[src/rtl/axil_multi_adder.sv]
`default_nettype none
// +--------------------------------------------------------------------------+
// | Module     : axil_multi_adder                                            |
// | Description: AXI4-Lite slave with NUM_CH add/subtract channels           |
// |              (A, B, RESULT, CTRL{FLAG,MODE}); ADDER_SAT_EN saturates.    |
// | Revision   : 1.0 - initial release                                       |
// +--------------------------------------------------------------------------+
module axil_multi_adder #(
  parameter int DATA_WIDTH = 32,
  parameter int ADDR_WIDTH = 8,
  parameter int NUM_CH     = 4
) (
  input  logic                    s1_axi_aclk,
  input  logic                    s1_axi_areset,
  input  logic [ADDR_WIDTH-1:0]   s1_axi_awaddr,
  input  logic                    s1_axi_awvalid,
  output logic                    s1_axi_awready,
  input  logic [DATA_WIDTH-1:0]   s1_axi_wdata,
  input  logic [DATA_WIDTH/8-1:0] s1_axi_wstrb,
  input  logic                    s1_axi_wvalid,
  output logic                    s1_axi_wready,
  output logic [1:0]              s1_axi_bresp,
  output logic                    s1_axi_bvalid,
  input  logic                    s1_axi_bready,
  input  logic [ADDR_WIDTH-1:0]   s1_axi_araddr,
  input  logic                    s1_axi_arvalid,
  output logic                    s1_axi_arready,
  output logic [DATA_WIDTH-1:0]   s1_axi_rdata,
  output logic [1:0]              s1_axi_rresp,
  output logic                    s1_axi_rvalid,
  input  logic                    s1_axi_rready
);
  localparam int STRB_W = DATA_WIDTH / 8;
  localparam int CH_W   = ADDR_WIDTH - 4;

  typedef enum logic { W_IDLE = 1'b0, W_RESP = 1'b1 } wstate_e;
  typedef enum logic { R_IDLE = 1'b0, R_DATA = 1'b1 } rstate_e;

  wstate_e               wstate_q, wstate_d;
  rstate_e               rstate_q, rstate_d;
  logic                  aw_held_q, aw_held_d, w_held_q, w_held_d;
  logic [ADDR_WIDTH-1:0] awaddr_q, awaddr_d;
  logic [DATA_WIDTH-1:0] wdata_q, wdata_d;
  logic [STRB_W-1:0]     wstrb_q, wstrb_d;
  logic [1:0]            bresp_q, bresp_d, rresp_q, rresp_d;
  logic [DATA_WIDTH-1:0] rdata_q, rdata_d;
  logic [DATA_WIDTH-1:0] a_q [NUM_CH];
  logic [DATA_WIDTH-1:0] a_d [NUM_CH];
  logic [DATA_WIDTH-1:0] b_q [NUM_CH];
  logic [DATA_WIDTH-1:0] b_d [NUM_CH];
  logic [DATA_WIDTH-1:0] res_q [NUM_CH];
  logic [DATA_WIDTH-1:0] res_d [NUM_CH];
  logic [NUM_CH-1:0]     mode_q, mode_d, flag_q, flag_d, pend_q, pend_d;

  logic                  aw_fire, w_fire, ar_fire, commit, wr_err;
  logic [ADDR_WIDTH-1:0] wr_addr;
  logic [DATA_WIDTH-1:0] wr_data, rd_data;
  logic [STRB_W-1:0]     wr_strb;
  logic [1:0]            rd_resp;
  logic                  unused_addr_lsbs;

  function automatic logic [CH_W:0] ch_of(input logic [ADDR_WIDTH-1:0] addr);
    return {1'b0, addr[ADDR_WIDTH-1:4]};
  endfunction

  function automatic logic ch_hit(input logic [ADDR_WIDTH-1:0] addr, input int c);
    return ch_of(addr) == (CH_W+1)'(c);
  endfunction

  function automatic logic [DATA_WIDTH-1:0] merge(input logic [DATA_WIDTH-1:0] old_v,
                                                 input logic [DATA_WIDTH-1:0] new_v,
                                                 input logic [STRB_W-1:0]     strb);
    logic [DATA_WIDTH-1:0] r;
    r = old_v;
    for (int i = 0; i < STRB_W; i++)
      if (strb[i]) r[8*i +: 8] = new_v[8*i +: 8];
    return r;
  endfunction

  // Top bit of the widened sum/difference is the carry (add) or borrow (sub).
  function automatic logic [DATA_WIDTH:0] calc(input logic [DATA_WIDTH-1:0] a,
                                               input logic [DATA_WIDTH-1:0] b,
                                               input logic                  sub);
    logic [DATA_WIDTH:0] r;
    r = sub ? ({1'b0, a} - {1'b0, b}) : ({1'b0, a} + {1'b0, b});
`ifdef ADDER_SAT_EN
    if (r[DATA_WIDTH]) r[DATA_WIDTH-1:0] = sub ? '0 : '1;
`endif
    return r;
  endfunction

  assign s1_axi_awready = (wstate_q == W_IDLE) && !aw_held_q;
  assign s1_axi_wready  = (wstate_q == W_IDLE) && !w_held_q;
  assign s1_axi_bvalid  = (wstate_q == W_RESP);
  assign s1_axi_bresp   = bresp_q;
  assign s1_axi_arready = (rstate_q == R_IDLE) && (pend_q == '0);
  assign s1_axi_rvalid  = (rstate_q == R_DATA);
  assign s1_axi_rdata   = rdata_q;
  assign s1_axi_rresp   = rresp_q;
  assign unused_addr_lsbs = &{1'b0, wr_addr[1:0], s1_axi_araddr[1:0]};

  // Write channel: AW and W may arrive in any order; commit once both are held.
  always_comb begin
    aw_fire   = s1_axi_awvalid && s1_axi_awready;
    w_fire    = s1_axi_wvalid && s1_axi_wready;
    wr_addr   = aw_held_q ? awaddr_q : s1_axi_awaddr;
    wr_data   = w_held_q ? wdata_q : s1_axi_wdata;
    wr_strb   = w_held_q ? wstrb_q : s1_axi_wstrb;
    commit    = (wstate_q == W_IDLE) && (aw_held_q || aw_fire) && (w_held_q || w_fire);
    wr_err    = (ch_of(wr_addr) >= (CH_W+1)'(NUM_CH)) || (wr_addr[3:2] == 2'd2);
    wstate_d  = wstate_q;
    aw_held_d = aw_held_q;
    w_held_d  = w_held_q;
    awaddr_d  = awaddr_q;
    wdata_d   = wdata_q;
    wstrb_d   = wstrb_q;
    bresp_d   = bresp_q;
    case (wstate_q)
      W_IDLE: begin
        if (commit) begin
          wstate_d  = W_RESP;
          aw_held_d = 1'b0;
          w_held_d  = 1'b0;
          bresp_d   = wr_err ? 2'b10 : 2'b00;
        end else begin
          if (aw_fire) begin
            aw_held_d = 1'b1;
            awaddr_d  = s1_axi_awaddr;
          end
          if (w_fire) begin
            w_held_d = 1'b1;
            wdata_d  = s1_axi_wdata;
            wstrb_d  = s1_axi_wstrb;
          end
        end
      end
      default: begin
        if (s1_axi_bready) begin
          wstate_d = W_IDLE;
          bresp_d  = 2'b00;
        end
      end
    endcase
  end

  // Channel registers and one-cycle deferred result update.
  always_comb begin
    a_d    = a_q;
    b_d    = b_q;
    res_d  = res_q;
    mode_d = mode_q;
    flag_d = flag_q;
    pend_d = '0;
    for (int c = 0; c < NUM_CH; c++) begin
      if (pend_q[c]) {flag_d[c], res_d[c]} = calc(a_q[c], b_q[c], mode_q[c]);
      if (commit && !wr_err && ch_hit(wr_addr, c)) begin
        pend_d[c] = 1'b1;
        case (wr_addr[3:2])
          2'd0:    a_d[c] = merge(a_q[c], wr_data, wr_strb);
          2'd1:    b_d[c] = merge(b_q[c], wr_data, wr_strb);
          2'd3:    if (wr_strb[0]) mode_d[c] = wr_data[0];
          default: ;
        endcase
      end
    end
  end

  // Read channel.
  always_comb begin
    ar_fire = s1_axi_arvalid && s1_axi_arready;
    rd_data = '0;
    rd_resp = 2'b10;
    for (int c = 0; c < NUM_CH; c++) begin
      if (ch_hit(s1_axi_araddr, c)) begin
        rd_resp = 2'b00;
        case (s1_axi_araddr[3:2])
          2'd0:    rd_data = a_q[c];
          2'd1:    rd_data = b_q[c];
          2'd2:    rd_data = res_q[c];
          default: rd_data = DATA_WIDTH'({flag_q[c], mode_q[c]});
        endcase
      end
    end
    rstate_d = rstate_q;
    rdata_d  = rdata_q;
    rresp_d  = rresp_q;
    case (rstate_q)
      R_IDLE: begin
        if (ar_fire) begin
          rstate_d = R_DATA;
          rdata_d  = rd_data;
          rresp_d  = rd_resp;
        end
      end
      default: begin
        if (s1_axi_rready) rstate_d = R_IDLE;
      end
    endcase
  end

  always_ff @(posedge s1_axi_aclk) begin
    if (s1_axi_areset) begin
      wstate_q  <= W_IDLE;
      rstate_q  <= R_IDLE;
      aw_held_q <= 1'b0;
      w_held_q  <= 1'b0;
      awaddr_q  <= '0;
      wdata_q   <= '0;
      wstrb_q   <= '0;
      bresp_q   <= 2'b00;
      rresp_q   <= 2'b00;
      rdata_q   <= '0;
      mode_q    <= '0;
      flag_q    <= '0;
      pend_q    <= '0;
      for (int c = 0; c < NUM_CH; c++) begin
        a_q[c]   <= '0;
        b_q[c]   <= '0;
        res_q[c] <= '0;
      end
    end else begin
      wstate_q  <= wstate_d;
      rstate_q  <= rstate_d;
      aw_held_q <= aw_held_d;
      w_held_q  <= w_held_d;
      awaddr_q  <= awaddr_d;
      wdata_q   <= wdata_d;
      wstrb_q   <= wstrb_d;
      bresp_q   <= bresp_d;
      rresp_q   <= rresp_d;
      rdata_q   <= rdata_d;
      mode_q    <= mode_d;
      flag_q    <= flag_d;
      pend_q    <= pend_d;
      for (int c = 0; c < NUM_CH; c++) begin
        a_q[c]   <= a_d[c];
        b_q[c]   <= b_d[c];
        res_q[c] <= res_d[c];
      end
    end
  end

endmodule
`default_nettype wire
[config.mk]
export PLATFORM = sky130hd
export DESIGN_NAME = axil_multi_adder
export DESIGN_NICKNAME = d
export VERILOG_FILES = /design/src/rtl/axil_multi_adder.sv
export SDC_FILE = /design/constraint.sdc
export NUM_CORES = 1
export LEC_CHECK = 0
export BUFFER_PORTS_ARGS = -buffer_cell sky130_fd_sc_hd__buf_4
export CAP_MARGIN = 20
export CORE_UTILIZATION = 40
export DETAILED_ROUTE_END_ITERATION = 10
export GPL_TIMING_DRIVEN = 0
export HOLD_SLACK_MARGIN = 0.15
export PLACE_DENSITY = 0.53
export SETUP_SLACK_MARGIN = 0.4
export SLEW_MARGIN = 10
export SYNTH_ARGS = -nofsm -noshare
export SYNTH_HDL_FRONTEND = slang
export SYNTH_SLANG_ARGS = --single-unit
[constraint.sdc]
create_clock -name s1_axi_aclk -period 5.9 [get_ports s1_axi_aclk]
set_input_delay 1.18 -clock s1_axi_aclk [delete_from_list [all_inputs] [get_ports s1_axi_aclk]]
set_output_delay 1.18 -clock s1_axi_aclk [all_outputs]
set_load 0.02 [all_outputs]
==> flow_summary.json <==
{
  "status": "complete, no violations",
  "r2r-start": "b_q[98]",
  "ios": 100,
  "cp_slowest_cell": "or4_4",
  "hold_buffers": 0,
  "vias": 28970,
  "relSlewSlack": 0.1938,
  "hold_viol_final": 0,
  "synthFlopType": "dfxtp_1",
  "die_h_um": 271.5,
  "cts_tree": "yes",
  "r2r_slack_ns": 0.87,
  "arrival_ns": 5.59,
  "rsz0062_at_grt": "no",
  "yosysSeqAreaShare": 0.3280,
  "first_iter_violations": 3304,
  "layout.area.seq_sq_mm": 0.009529,
  "ant_nets": 0,
  "skew_ns": 0.03227,
  "grt_max_degree": 15,
  "nets": 4055,
  "route.detailed.drc": 0,
  "via_per_inst": 5.968,
  "cp_cell_sequence": "buf_6 -> or4_4 -> nor3_2 -> nand2_1 -> nor3_1 -> and2_1 -> inv_1 -> nor2_1 -> a21oi_1 -> xnor2_1 -> ha_1 -> clkbuf_1 -> a21o_1 -> a21o_1 -> a21oi_1 -> and2_1 -> o311ai_0 -> and2_1 -> or3_1 -> a31oi_1",
  "start_util": 0.4050,
  "setup_viol": 0,
  "yosysMostFrequentCell": "nor2_1",
  "cts.sinks": 476,
  "cp_max_fo": 7,
  "critPathLaunch": "b_q[98]",
  "worstMarginPinSlew_ns": 1.209,
  "grt_usage": 0.3361,
  "cts-root-buf": "clkbuf_16",
  "yosysTopAreaCellShare": 0.3280,
  "avgRoutedWirePerCell_um": 26.16,
  "reg2regPathDepth": 20,
  "layout_min_cycle_time_ns": 5.033,
  "dpl.hpwl_mm": 98.17,
  "grt.overflow.total": 0,
  "powerDensity_mw_per_mm2": 263.3,
  "path_buf_inv": 3,
  "crit_path_start_kind": "register",
  "p_leak_uw": 0.01238,
  "clkTransAtPathRegs_ns": 0.06,
  "post_cts_resized": 0,
  "gp_congestion": 1.042,
  "cp_num_cells": 20,
  "crit_path_max_incr_delay_ns": 0.55,
  "cp_data_required_time_ns": 6.45,
  "clock_latency_ns": 0.64,
  "vdd_drop_max_uv": 249.3,
  "period_share": 0.8531,
  "async_flop_share": 0,
  "synthesis.area_sq_mm": 0.02905,
  "synth_area_per_cell_sq_um": 7.910,
  "num_rows": 98,
  "yosysWarningCount": 0,
  "h-tree-depth": 2,
  "cpMostUsedCell": "and2_1",
  "coreArea_sq_mm": 0.07173,
  "critical_path_class": "register to register",
  "synth_seq_cells": 476,
  "final_layout_size_suffix_gt1_frac": 0.07507,
  "portBuffers": 92,
  "syn-instance-count": 3673,
  "path_delay_family": "simple AND/OR/NAND/NOR gates",
  "fin_tns_setup_ns": 0,
  "fin_cells": 4853,
  "numCtsBuffers": 57,
  "fmax_mhz": 198.7,
  "max-clock-path-buffers": 3,
  "die_x_um": 271.5,
  "grt_pass1_vias": 26610,
  "synth.distinct_cells": 81,
  "post_cts_buffers": 0,
  "n_antenna_cell": 0,
  "dieArea_sq_mm": 0.07372,
  "synth_area_leaders": "dfxtp_1 33%, nor2_1 8.0%, a211oi_1 7.8%",
  "multi_input_area_sq_mm": 0.01862,
  "finalPower_uw": 8842,
  "grt_pass1_wl_mm": 183.1,
  "synth_top_area_cell": "dfxtp_1",
  "synth_edf_count": 0,
  "cap_violations": 0,
  "nFillCells": 7304,
  "cp-end-kind": "register",
  "antenna_found_initial": 7,
  "endpoint": "flag_q[0]",
  "synthTopCellsByCount": "619 x nor2_1, 476 x dfxtp_1, 305 x nand2_1",
  "placed_cells": 4748,
  "wl_mm": 127.0,
  "reg2reg_to": "flag_q[0]",
  "syn2layout_area_growth_pct": 15.59,
  "drtPass1Iterations": 6,
  "hp-class": "register to register",
  "slew_viol_final": 0
}
[power by group]
group / total [uW] / switching [uW] / internal (uW)
sequential: 3280 / 30.4 / 3250
clock: 3730 / 1550 / 2180
combinational: 1830 / 1170 / 661
[flip-flops by register name, summed over array words and instances, names as in the netlist]
register,count
a_q,128
b_q,128
res_q,128
s1_axi_rdata,32
wdata_q,32
awaddr_q,6
flag_q,4
mode_q,4
pend_q,4
wstrb_q,4
aw_held_q,1
s1_axi_bresp,1
s1_axi_bvalid,1
s1_axi_rresp,1
s1_axi_rvalid,1
w_held_q,1
[layout by cell type (no fill, tap or decap), types with 11 or more instances in the layout]
cell type and instances:
xor2_1 34, or3_1 18, clkbuf_16 59, buf_8 18
clkbuf_1 202, mux2i_2 15, mux2i_4 16, ha_1 132
nand2_1 305, a21o_1 74, o21a_1 18, nor3_1 67
o21bai_1 20, o311ai_0 11, buf_1 34, nand4_1 16
a211oi_1 300, inv_1 73, xnor2_1 177, buf_6 17
nor2b_1 26, mux2i_1 181, o31ai_1 14, and3_1 27
and2_1 20, a21oi_1 282, dfxtp_1 476, buf_4 94
o22ai_1 40, a31oi_1 34, clkinv_2 12, nand2b_1 26
nand3_1 48, clkbuf_8 12, nor2_1 619, nor4_1 18
a221oi_1 32, o21ai_0 163
[worst min path at each step]
stage | slack [ns] | cells past startpoint | from | endpoint
after global routing | 0.48 | 2 | wstrb_q[1] | wstrb_q[1]
after CTS | 0.45 | 2 | wstrb_q[1] | wstrb_q[1]
after global placement | 0.44 | 2 | wdata_q[30] | wdata_q[30]
after detailed placement | 0.45 | 2 | wstrb_q[1] | wstrb_q[1]
after floorplan | 0.42 | 2 | res_q[27] | res_q[27]
final | 0.45 | 2 | wstrb_q[1] | wstrb_q[1]
[per-stage QoR]
stage / util / hold slack (ns) / instance area (sq um) / worst slack [ns]
6_report: 0.4682 / 0.4519 / 33580 / 0.8670
5_1_grt: 0.4682 / 0.4788 / 33580 / 0.5121
4_1_cts: 0.4676 / 0.4547 / 33540 / 0.7922
3_5_place_dp: 0.4408 / 0.4470 / 31620 / 0.8274
3_3_place_gp: 0.4313 / 0.4408 / 30940 / 0.6948
2_1_floorplan: - / 0.4248 / 29060 / 1.645
[final cells by class]
type | count | share of cell area
plain buffers | 234 | 0.02675
multi-input cells | 2891 | 0.5545
repair buffers | 127 | 0.03413
flip-flops and latches | 476 | 0.2837
clock buffers | 80 | 0.04989
well taps | 950 | 0.03539
clock inverters | 22 | 0.007414
inverters | 73 | 0.008159
[worst min-delay path, cell delays in order (launching register included)]
cell     delay (ns)
dfxtp_1        0.31
nand2_1        0.05
a21oi_1        0.05
[per-layer routing]
layer	wire length [um]	vias up	share of wire	track usage
met2	50990	1201	0.40	0.4760
li1	-	13620	-	-
met1	59250	13930	0.47	0.4913
met5	29	-	0.00023	0
met4	6266	4	0.049	0.1496
met3	10430	207	0.082	0.05980
[cell families (layout without fill, tap and decap cells)]
family / after synthesis / in the layout / share of synthesized area
other: 1 / 2 / 0.0001291
and+or+nand+nor: 1242 / 1242 / 0.1863
muxes: 222 / 222 / 0.07924
DFF: 476 / 476 / 0.3280
AOI/OAI and AO/OA: 1078 / 1078 / 0.2428
adders and majority gates: 136 / 136 / 0.05960
xor gates and xnor gates: 211 / 211 / 0.06361
buffers and inverters: 307 / 536 / 0.04027
(Power assumes the default switching activity.)
